<file path="config.mk">
export PLATFORM = sky130hd
export DESIGN_NAME = multiport_regfile
export DESIGN_NICKNAME = d
export VERILOG_FILES = /design/src/rtl/riscv_pkg.sv /design/src/rtl/regfile_scoreboard.sv /design/src/rtl/multiport_regfile.sv
export SDC_FILE = /design/constraint.sdc
export NUM_CORES = 2
export LEC_CHECK = 0
export BUFFER_PORTS_ARGS = -buffer_cell sky130_fd_sc_hd__buf_2
export CORE_MARGIN = 5
export CORE_UTILIZATION = 63
export CTS_BUF_LIST = sky130_fd_sc_hd__clkbuf_4 sky130_fd_sc_hd__clkbuf_8 sky130_fd_sc_hd__clkbuf_16
export DETAILED_ROUTE_END_ITERATION = 7
export PLACE_DENSITY = 0.8
export REMOVE_ABC_BUFFERS = 1
export SYNTH_ARGS = -nofsm -noshare
export SYNTH_HDL_FRONTEND = slang
export SYNTH_HIERARCHICAL = 1
export SYNTH_SLANG_ARGS = --single-unit
</file>
<file path="constraint.sdc">
create_clock -name clk -period 3.1 [get_ports clk]
set_clock_uncertainty 0.05 [all_clocks]
set_input_delay 0.31 -clock clk [delete_from_list [all_inputs] [get_ports clk]]
set_output_delay 0.31 -clock clk [all_outputs]
set_load 0.02 [all_outputs]
</file>
<file path="src/rtl/riscv_pkg.sv">
// Shared integer register-file types and defaults for the ID stage.
// Pure declarations: no latency, no flow control.
package riscv_pkg;

    localparam int REG_ADDR_WIDTH_DFLT = 5;
    localparam int DATA_WIDTH_DFLT     = 32;

    localparam logic [REG_ADDR_WIDTH_DFLT-1:0] X0 = '0;

    typedef logic [REG_ADDR_WIDTH_DFLT-1:0] reg_addr_t;

endpackage

</file>
<file path="src/rtl/regfile_scoreboard.sv">
// Pending-write scoreboard: bits update one edge after issue/writeback; busy lookup is combinational.
// Every port serviced every cycle; no stalls, no backpressure.
module regfile_scoreboard
    import riscv_pkg::*;
#(
    parameter int REG_ADDR_WIDTH = REG_ADDR_WIDTH_DFLT,
    parameter int NUM_RD         = 2,
    parameter int NUM_WR         = 1
) (
    input  logic                             clk,
    input  logic                             rst,
    input  logic [NUM_RD*REG_ADDR_WIDTH-1:0] rd_addr_i,
    input  logic [NUM_WR-1:0]                wr_en_i,
    input  logic [NUM_WR*REG_ADDR_WIDTH-1:0] wr_addr_i,
    input  logic                             issue_valid_i,
    input  logic [REG_ADDR_WIDTH-1:0]        issue_rd_i,
    output logic [NUM_RD-1:0]                rd_busy_o,
    output logic [2**REG_ADDR_WIDTH-1:0]     pending_o
);

    localparam int ENTRIES = 2**REG_ADDR_WIDTH;

    logic [ENTRIES-1:0] pending_q;
    logic [ENTRIES-1:0] pending_d;
    logic [ENTRIES-1:0] wr_hit;

    always_comb begin
        wr_hit = '0;
        for (int w = 0; w < NUM_WR; w++) begin
            if (wr_en_i[w]) begin
                wr_hit[wr_addr_i[w*REG_ADDR_WIDTH +: REG_ADDR_WIDTH]] = 1'b1;
            end
        end
    end

    // Issue is applied after the clear so a new producer keeps the bit set.
    always_comb begin
        pending_d = pending_q & ~wr_hit;
        if (issue_valid_i) begin
            pending_d[issue_rd_i] = 1'b1;
        end
        pending_d[0] = 1'b0;
    end

    always_comb begin
        rd_busy_o = '0;
        for (int k = 0; k < NUM_RD; k++) begin
            rd_busy_o[k] = pending_q[rd_addr_i[k*REG_ADDR_WIDTH +: REG_ADDR_WIDTH]]
                         & ~wr_hit[rd_addr_i[k*REG_ADDR_WIDTH +: REG_ADDR_WIDTH]];
        end
    end

    always_ff @(posedge clk) begin
        if (rst) begin
            pending_q <= '0;
        end else begin
            pending_q <= pending_d;
        end
    end

    assign pending_o = pending_q;

endmodule

</file>
<file path="src/rtl/multiport_regfile.sv">
// Multi-port integer register file, x0 = 0, write-first bypass, integrated scoreboard.
// Read latency 0 (READ_REG=0) or 1 (READ_REG=1); busy is always same-cycle; no backpressure.
module multiport_regfile
    import riscv_pkg::*;
#(
    parameter int DATA_WIDTH     = DATA_WIDTH_DFLT,
    parameter int REG_ADDR_WIDTH = REG_ADDR_WIDTH_DFLT,
    parameter int NUM_RD         = 2,
    parameter int NUM_WR         = 1,
    parameter int READ_REG       = 0
) (
    input  logic                             clk,
    input  logic                             rst,
    input  logic [NUM_RD*REG_ADDR_WIDTH-1:0] rd_addr_i,
    output logic [NUM_RD*DATA_WIDTH-1:0]     rd_data_o,
    output logic [NUM_RD-1:0]                rd_busy_o,
    input  logic [NUM_WR-1:0]                wr_en_i,
    input  logic [NUM_WR*REG_ADDR_WIDTH-1:0] wr_addr_i,
    input  logic [NUM_WR*DATA_WIDTH-1:0]     wr_data_i,
    input  logic                             issue_valid_i,
    input  logic [REG_ADDR_WIDTH-1:0]        issue_rd_i,
    output logic [2**REG_ADDR_WIDTH-1:0]     pending_o
);

    localparam int ENTRIES = 2**REG_ADDR_WIDTH;
    localparam logic [REG_ADDR_WIDTH-1:0] ZERO_ADDR = REG_ADDR_WIDTH'(X0);

    logic [DATA_WIDTH-1:0]        regs_q [ENTRIES];
    logic [NUM_RD*DATA_WIDTH-1:0] rd_data_d;

    // Later ports overwrite earlier ones, so the highest index wins a collision.
    always_ff @(posedge clk) begin
        if (rst) begin
            for (int i = 0; i < ENTRIES; i++) begin
                regs_q[i] <= '0;
            end
        end else begin
            for (int w = 0; w < NUM_WR; w++) begin
                if (wr_en_i[w] && wr_addr_i[w*REG_ADDR_WIDTH +: REG_ADDR_WIDTH] != ZERO_ADDR) begin
                    regs_q[wr_addr_i[w*REG_ADDR_WIDTH +: REG_ADDR_WIDTH]] <= wr_data_i[w*DATA_WIDTH +: DATA_WIDTH];
                end
            end
        end
    end

    always_comb begin
        rd_data_d = '0;
        for (int k = 0; k < NUM_RD; k++) begin
            rd_data_d[k*DATA_WIDTH +: DATA_WIDTH] = regs_q[rd_addr_i[k*REG_ADDR_WIDTH +: REG_ADDR_WIDTH]];
            for (int w = 0; w < NUM_WR; w++) begin
                if (wr_en_i[w] && wr_addr_i[w*REG_ADDR_WIDTH +: REG_ADDR_WIDTH]
                                  == rd_addr_i[k*REG_ADDR_WIDTH +: REG_ADDR_WIDTH]) begin
                    rd_data_d[k*DATA_WIDTH +: DATA_WIDTH] = wr_data_i[w*DATA_WIDTH +: DATA_WIDTH];
                end
            end
            if (rd_addr_i[k*REG_ADDR_WIDTH +: REG_ADDR_WIDTH] == ZERO_ADDR) begin
                rd_data_d[k*DATA_WIDTH +: DATA_WIDTH] = '0;
            end
        end
    end

    generate
        if (READ_REG != 0) begin : g_rd_reg
            logic [NUM_RD*DATA_WIDTH-1:0] rd_data_q;
            always_ff @(posedge clk) begin
                if (rst) begin
                    rd_data_q <= '0;
                end else begin
                    rd_data_q <= rd_data_d;
                end
            end
            assign rd_data_o = rd_data_q;
        end else begin : g_rd_comb
            assign rd_data_o = rd_data_d;
        end
    endgenerate

    regfile_scoreboard #(
        .REG_ADDR_WIDTH (REG_ADDR_WIDTH),
        .NUM_RD         (NUM_RD),
        .NUM_WR         (NUM_WR)
    ) u_scoreboard (
        .clk           (clk),
        .rst           (rst),
        .rd_addr_i     (rd_addr_i),
        .wr_en_i       (wr_en_i),
        .wr_addr_i     (wr_addr_i),
        .issue_valid_i (issue_valid_i),
        .issue_rd_i    (issue_rd_i),
        .rd_busy_o     (rd_busy_o),
        .pending_o     (pending_o)
    );

endmodule

</file>
# ---- Word-level counts from Yosys, hierarchy flattened
# Memory sizes are Yosys's and may differ from the RTL's.
# Cells that the tools add are included.
dict set report word_totals {
  ff_bits 32
  wordCells 53
  out_inout_bits 98
  mem_count 1
  in_bits 56
  ram_bits 1024
}
# memory words word_bits rd rd_clocked_by_memory_dff wr line_no
set mem_list {}
lappend mem_list {regs_q 32 32 2 0 32 multiport_regfile.sv:28} ;# logic [DATA_WIDTH-1:0] regs_q [ENTRIES];
dict set report op_classes {
  n_eq_ne 2
  order_cmp 6
  n_mux 26
  bitwise 7
  n_reduce_logical 9
}
# operator n
set op_table {}
lappend op_table {{2-to-1 mux 32 bit} 7}
lappend op_table {{AND 32 bit} 1}
lappend op_table {{NOT 32 bit} 1}
lappend op_table {{bitwise OR 32 bit} 1}
lappend op_table {{OR reduction 32 bit} 1}
lappend op_table {{less-than comparator 5 x 6 -> 1 bit (second input constant)} 4}
lappend op_table {{binary-select mux 1 bit (select 5 bit)} 4}
lappend op_table {{2-to-1 mux 1 bit} 12}
lappend op_table {{demux 1 bit (select 5 bit)} 2}
lappend op_table {{== test 5 bit} 2}
lappend op_table {{>= comparator 5 x 1 -> 1 bit (second input constant)} 2}
lappend op_table {{zero test 5 bit} 2}
lappend op_table {{logical AND 1 bit} 5}
lappend op_table {{2-to-1 mux 5 bit} 1}
lappend op_table {{nonzero test 5 bit} 1}
lappend op_table {{AND 1 bit} 2}
lappend op_table {{NOT 1 bit} 2}

# ---- Depth between registers and ports, before layout
dict set report logic_depth {
  ltp_word 9
  ltp_mapped 10
  ltp_nobuf 5
}

# ---- Hierarchy
# The synthesis kept the hierarchy.
# mod cells_per_inst seq_area_each_um2 n_inst area_per_inst_um2
set by_module_without_submodules {}
lappend by_module_without_submodules {multiport_regfile 3740 30749.5 1 54722.5}
lappend by_module_without_submodules {regfile_scoreboard 223 620.6 1 1938.1}

# ---- Worst setup path after synthesis
# OpenSTA, ideal clock, no wires.
dict set report synth_path {
  path_type {input to output}
  startpoint {input port rd_addr_i[1]}
  endpoint {output port rd_data_o[10]}
  slack_ns 0.580
  arrival_ns 2.160
  cell_stages 7
  t_required_ns 2.740
  path_buffers 3
  path_cell_list {buf_2 -> buf_1 -> clkbuf_1 -> mux4_2 -> a2111oi_0 -> a21oi_1 -> a22o_1}
}
dict set report synth_between {
  elab_chain_cells 4
  elab_cells_between_ends 6
  cone_classes {eq/ne (1); mux (2); reduce/logical (2); memory (1)}
}
# element line_no
set synth_lines {}
lappend synth_lines {{start, declared} multiport_regfile.sv:14} ;# input logic [NUM_RD*REG_ADDR_WIDTH-1:0] rd_addr_i,
lappend synth_lines {{branches (longest 3 deep; another with memory (32 x 32 bit))} -}
lappend synth_lines {{2-to-1 mux 32 bit (*)} multiport_regfile.sv:56} ;# if (rd_addr_i[k*REG_ADDR_WIDTH +: REG_ADDR_WIDTH] == ZERO_ADDR) begin
lappend synth_lines {{end, declared} multiport_regfile.sv:15} ;# output logic [NUM_RD*DATA_WIDTH-1:0] rd_data_o,
# Every way passes the cells marked *.

==> flow_metrics.tcl <==
set metrics [dict create \
    synthFlopType "edfxtp_1" \
    holdPathEnd "regs_q[20][1]" \
    reg2reg_setup_slack_ns 2.28 \
    drv_slew 0 \
    routed_wl_um 198000 \
    swShare_pct 25.8 \
    cts_buffers 109 \
    fp.dieW_um 310 \
    gp_congestion 0.959 \
    reg2reg_depth 2 \
    core_area_mm2 0.0896 \
    cts_tree "done" \
    dieArea_mm2 0.0960 \
    yosysWarnings 6 \
    cpPeakStageDelay_ns 0.49 \
    tightest_slew_ns 1.24 \
    power_density_mw_per_mm2 538 \
    p_clk_share_pct 37.5 \
    comb_power_share_pct 14.5 \
    clock-sinks 1055 \
    drt_iter0_markers 7301 \
    clock_latency_ns 0.70 \
    rows 110 \
    post_drt_wl_per_cell_um 36.4 \
    whs_path_depth 2 \
    crit_family "compound AO/OA/AOI/OAI gates" \
    violations "negative setup slack" \
    layout_setup_ws_ns -0.108 \
    cp.buffers_inverters 2 \
    holdCritPathClass "in2reg" \
    num-nets-final 4220 \
    grt_use_total_pct 40.8 \
    avgSynthCellArea_um2 14.3 \
    hold_viol_final 0 \
    htreeDepth 3 \
    max_freq_mhz 312 \
    crit_arrival_ns 2.85 \
    ant_nets 0 \
    synthDistinctLibCells 58 \
    power.internal_uw 26000 \
    final_area_mm2 0.0652 \
    vias 40700 \
    period_share_pct 103 \
    ir_drop_mv 0.479 \
    min_from "wr_data_i[1]" \
    fin_util_pct 72.7 \
    synthCells 3963 \
    pre_cts_slack_ns -0.725 \
    drt-pass1-iter-count 7 \
    max-slew-margin-rel_pct 17.5 \
    async_flop_share_pct 0 \
    crit_type "reg2out" \
    crit_top_cell "a22o_1" \
    syn_to_final_growth_pct 15.0 \
    ios 154 \
    antenna_found_initial 10 \
    status "finished with violations" \
    pwr-share-seq_pct 48.0 \
    die_h_um 310 \
    placed_area_mm2 0.0608 \
    drive_above_1_share_pct 28.7 \
    drc 0 \
    cp-end-kind "output port" \
    worstPathMaxFanout 2 \
    dp_hpwl_um 126000 \
    syn_area_mm2 0.0567 \
    crit_path_start_kind "flop" \
    cp_cell_sequence "mux4_2 -> a22o_1 -> a2111oi_4 -> buf_4 -> a21oi_2 -> a22o_1 -> buf_6" \
    cpMaxStageDelayCell "mux4_2" \
    rsz0062_at_grt "true" \
    initial_core_util_pct 63.2 \
    finalSetupViolCount 14 \
    synth_edf_count 1024 \
    leakagePower_uw 0.0236 \
    p_sw_uw 9030 \
    synth_seq_area_share_pct 55.4 \
    clk_transition_reported_paths_ns 0.06 \
    period_needed_ns 3.21 \
    overflow 0 \
    drv_cap 0 \
    grt_pass1_vias 40000 \
    rr_endpoint "u_scoreboard/pending_o[29]" \
    viasPerCell 7.49 \
    fillCellCount 5336 \
    numPortBuffers 152 \
    grt_pass1_wl_um 279000 \
    synth-seq-cells 1055 \
    grt_max_degree 58 \
    required_ns 2.74 \
    clockBufferDepth 3 \
    cts_root_buffer "clkbuf_16" \
    reg2reg_from "u_scoreboard/pending_o[29]" \
]
==> worst register-to-register path, stage by stage, from the launching register on <==
cell and delay [ns]:
dfxtp_1 0.39, o21ai_0 0.10, a21oi_1 0.20
==> routing by layer <==
metal  track usage [%]  share of wire [%]  vias to the layer above
met5                 0              0.016                        -
met4              21.0                6.7                        6
met3              15.6                 17                      876
met2              60.1                 44                     4148
met1              53.8                 32                    20000
li1                  -                  -                    15700
==> registers in the layout, summed over array words and instances (netlist names) <==
signal,cells
regs_q,1024
u_scoreboard/pending_o,31
==> power by group through the flow <==
stage,sequential [uW],combinational (uW),clock [uW]
after floorplan,16900,2240,0
after global placement,17000,4590,0
after detailed placement,17100,4650,0
after CTS,16800,4840,13100
after global routing,16900,5160,13700
final,16800,5080,13100
==> logic make-up after synthesis <==
| logic type | count (synthesis) | synth area share, % |
|---|---|---|
| flip-flops | 1055 | 55.4 |
| buffers and inverters | 435 | 3.31 |
| AND/OR/NAND/NOR | 1215 | 12.9 |
| AO/OA/AOI/OAI | 538 | 6.87 |
| other | 2 | 0.0133 |
| XOR/XNOR | 18 | 0.278 |
| multiplexers | 700 | 21.3 |
==> layout by cell type (no fill, tap or decap), drive strengths merged, types with 9 or more instances in the layout <==
cell / Yosys / layout
o221ai: 42 / 42
o211ai: 10 / 10
buf: 116 / 483
conb: 2 / 33
edfxtp: 1024 / 1024
a221o: 13 / 13
xnor2: 14 / 14
o221a: 18 / 18
mux2i: 291 / 291
and2: 997 / 997
mux4: 402 / 402
dfxtp: 31 / 31
a2111oi: 24 / 24
clkbuf: 315 / 143
o21ai: 41 / 41
bufinv: 0 / 9
o22ai: 43 / 43
a22oi: 133 / 133
or2: 33 / 33
nor2: 47 / 47
clkinv: 0 / 41
nand3: 18 / 18
a22o: 55 / 55
a32oi: 9 / 9
nand2: 74 / 74
a21oi: 109 / 109
==> synth_stat cells, drive strengths merged (3+ instances only) <==
| master | instances | area, um2 |
|---|---|---|
| nor2b | 6 | 37.5 |
| or3b | 4 | 35.0 |
| o22a | 3 | 26.3 |
| nand2b | 5 | 31.3 |
| mux4 | 402 | 9050 |
| o221ai | 42 | 368 |
| o32ai | 5 | 43.8 |
| or2 | 33 | 206 |
| nor3 | 4 | 20.0 |
| a21oi | 109 | 546 |
| nand3b | 7 | 52.6 |
| o2111ai | 3 | 26.3 |
| o22ai | 43 | 269 |
| and2 | 997 | 6240 |
| a221oi | 4 | 35.0 |
| buf | 116 | 656 |
| o31ai | 4 | 30.0 |
| o211ai | 10 | 75.1 |
| or3 | 4 | 25.0 |
| and3b | 3 | 26.3 |
| a31oi | 8 | 50.1 |
| a221o | 13 | 130 |
| nand3 | 18 | 90.1 |
| nand4 | 3 | 18.8 |
| a22o | 55 | 482 |
| mux2i | 291 | 2910 |
| a22oi | 133 | 998 |
| nor2 | 47 | 176 |
| a211oi | 7 | 52.6 |
| o221a | 18 | 203 |
| a2111oi | 24 | 210 |
| xor2 | 4 | 35.0 |
| dfxtp | 31 | 621 |
| o21ai | 41 | 205 |
| xnor2 | 14 | 123 |
| nor3b | 5 | 37.5 |
| edfxtp | 1024 | 30700 |
| nand2 | 74 | 278 |
| a32oi | 9 | 78.8 |
| mux2 | 7 | 78.8 |
| inv | 4 | 15.0 |
| clkbuf | 315 | 1210 |
==> stage by stage <==
stage	std cells	hold slack, ns	power, uW	setup TNS (ns)
after floorplan	3563	0.329	19200	-19.08
after global placement	5216	0.442	21600	-1.81
after detailed placement	5216	0.455	21700	-2.15
after CTS	5424	0.00519	34700	-0.204
after global routing	5430	0.0402	35700	-1.08
final	5433	0.0447	35100	-0.638
==> worst max path at each step <==
stage                              start            end  slack, ns  cells past startpoint
final                      regs_q[12][0]   rd_data_o[0]      -0.11                      7
after global routing      regs_q[13][31]  rd_data_o[31]      -0.11                      7
after CTS                 regs_q[13][31]  rd_data_o[31]      -0.06                      7
after detailed placement    rd_addr_i[0]  rd_data_o[31]      -0.73                     10
after global placement      rd_addr_i[0]  rd_data_o[31]      -0.64                     10
after floorplan             rd_addr_i[3]  rd_data_o[30]      -0.60                      4
==> repair_timing <==
| item | CTS | global route |
|---|---|---|
| hold buffers | 7 | 0 |
| setup buffers | 4 | 4 |
| hold endpoints to repair | 23 | 0 |
| gates cloned | 0 | 0 |
| pin swaps | 35 | 16 |
| endpoints found under the setup margin | 27 | 33 |
| gates resized for setup | 109 | 25 |
==> layout make-up <==
class	count	area (um2)	share of cell area, %
Sequential cell	1055	31400	48.1
Clock inverter	56	504	0.774
Clock buffer	143	3010	4.62
Inverter	4	15.0	0.0230
Multi-Input combinational cell	2504	24400	37.4
Tap cell	1176	1470	2.26
Timing Repair Buffer	490	4400	6.75
Antenna cell	5	12.5	0.0192
Power figures use the tool's default switching activity.
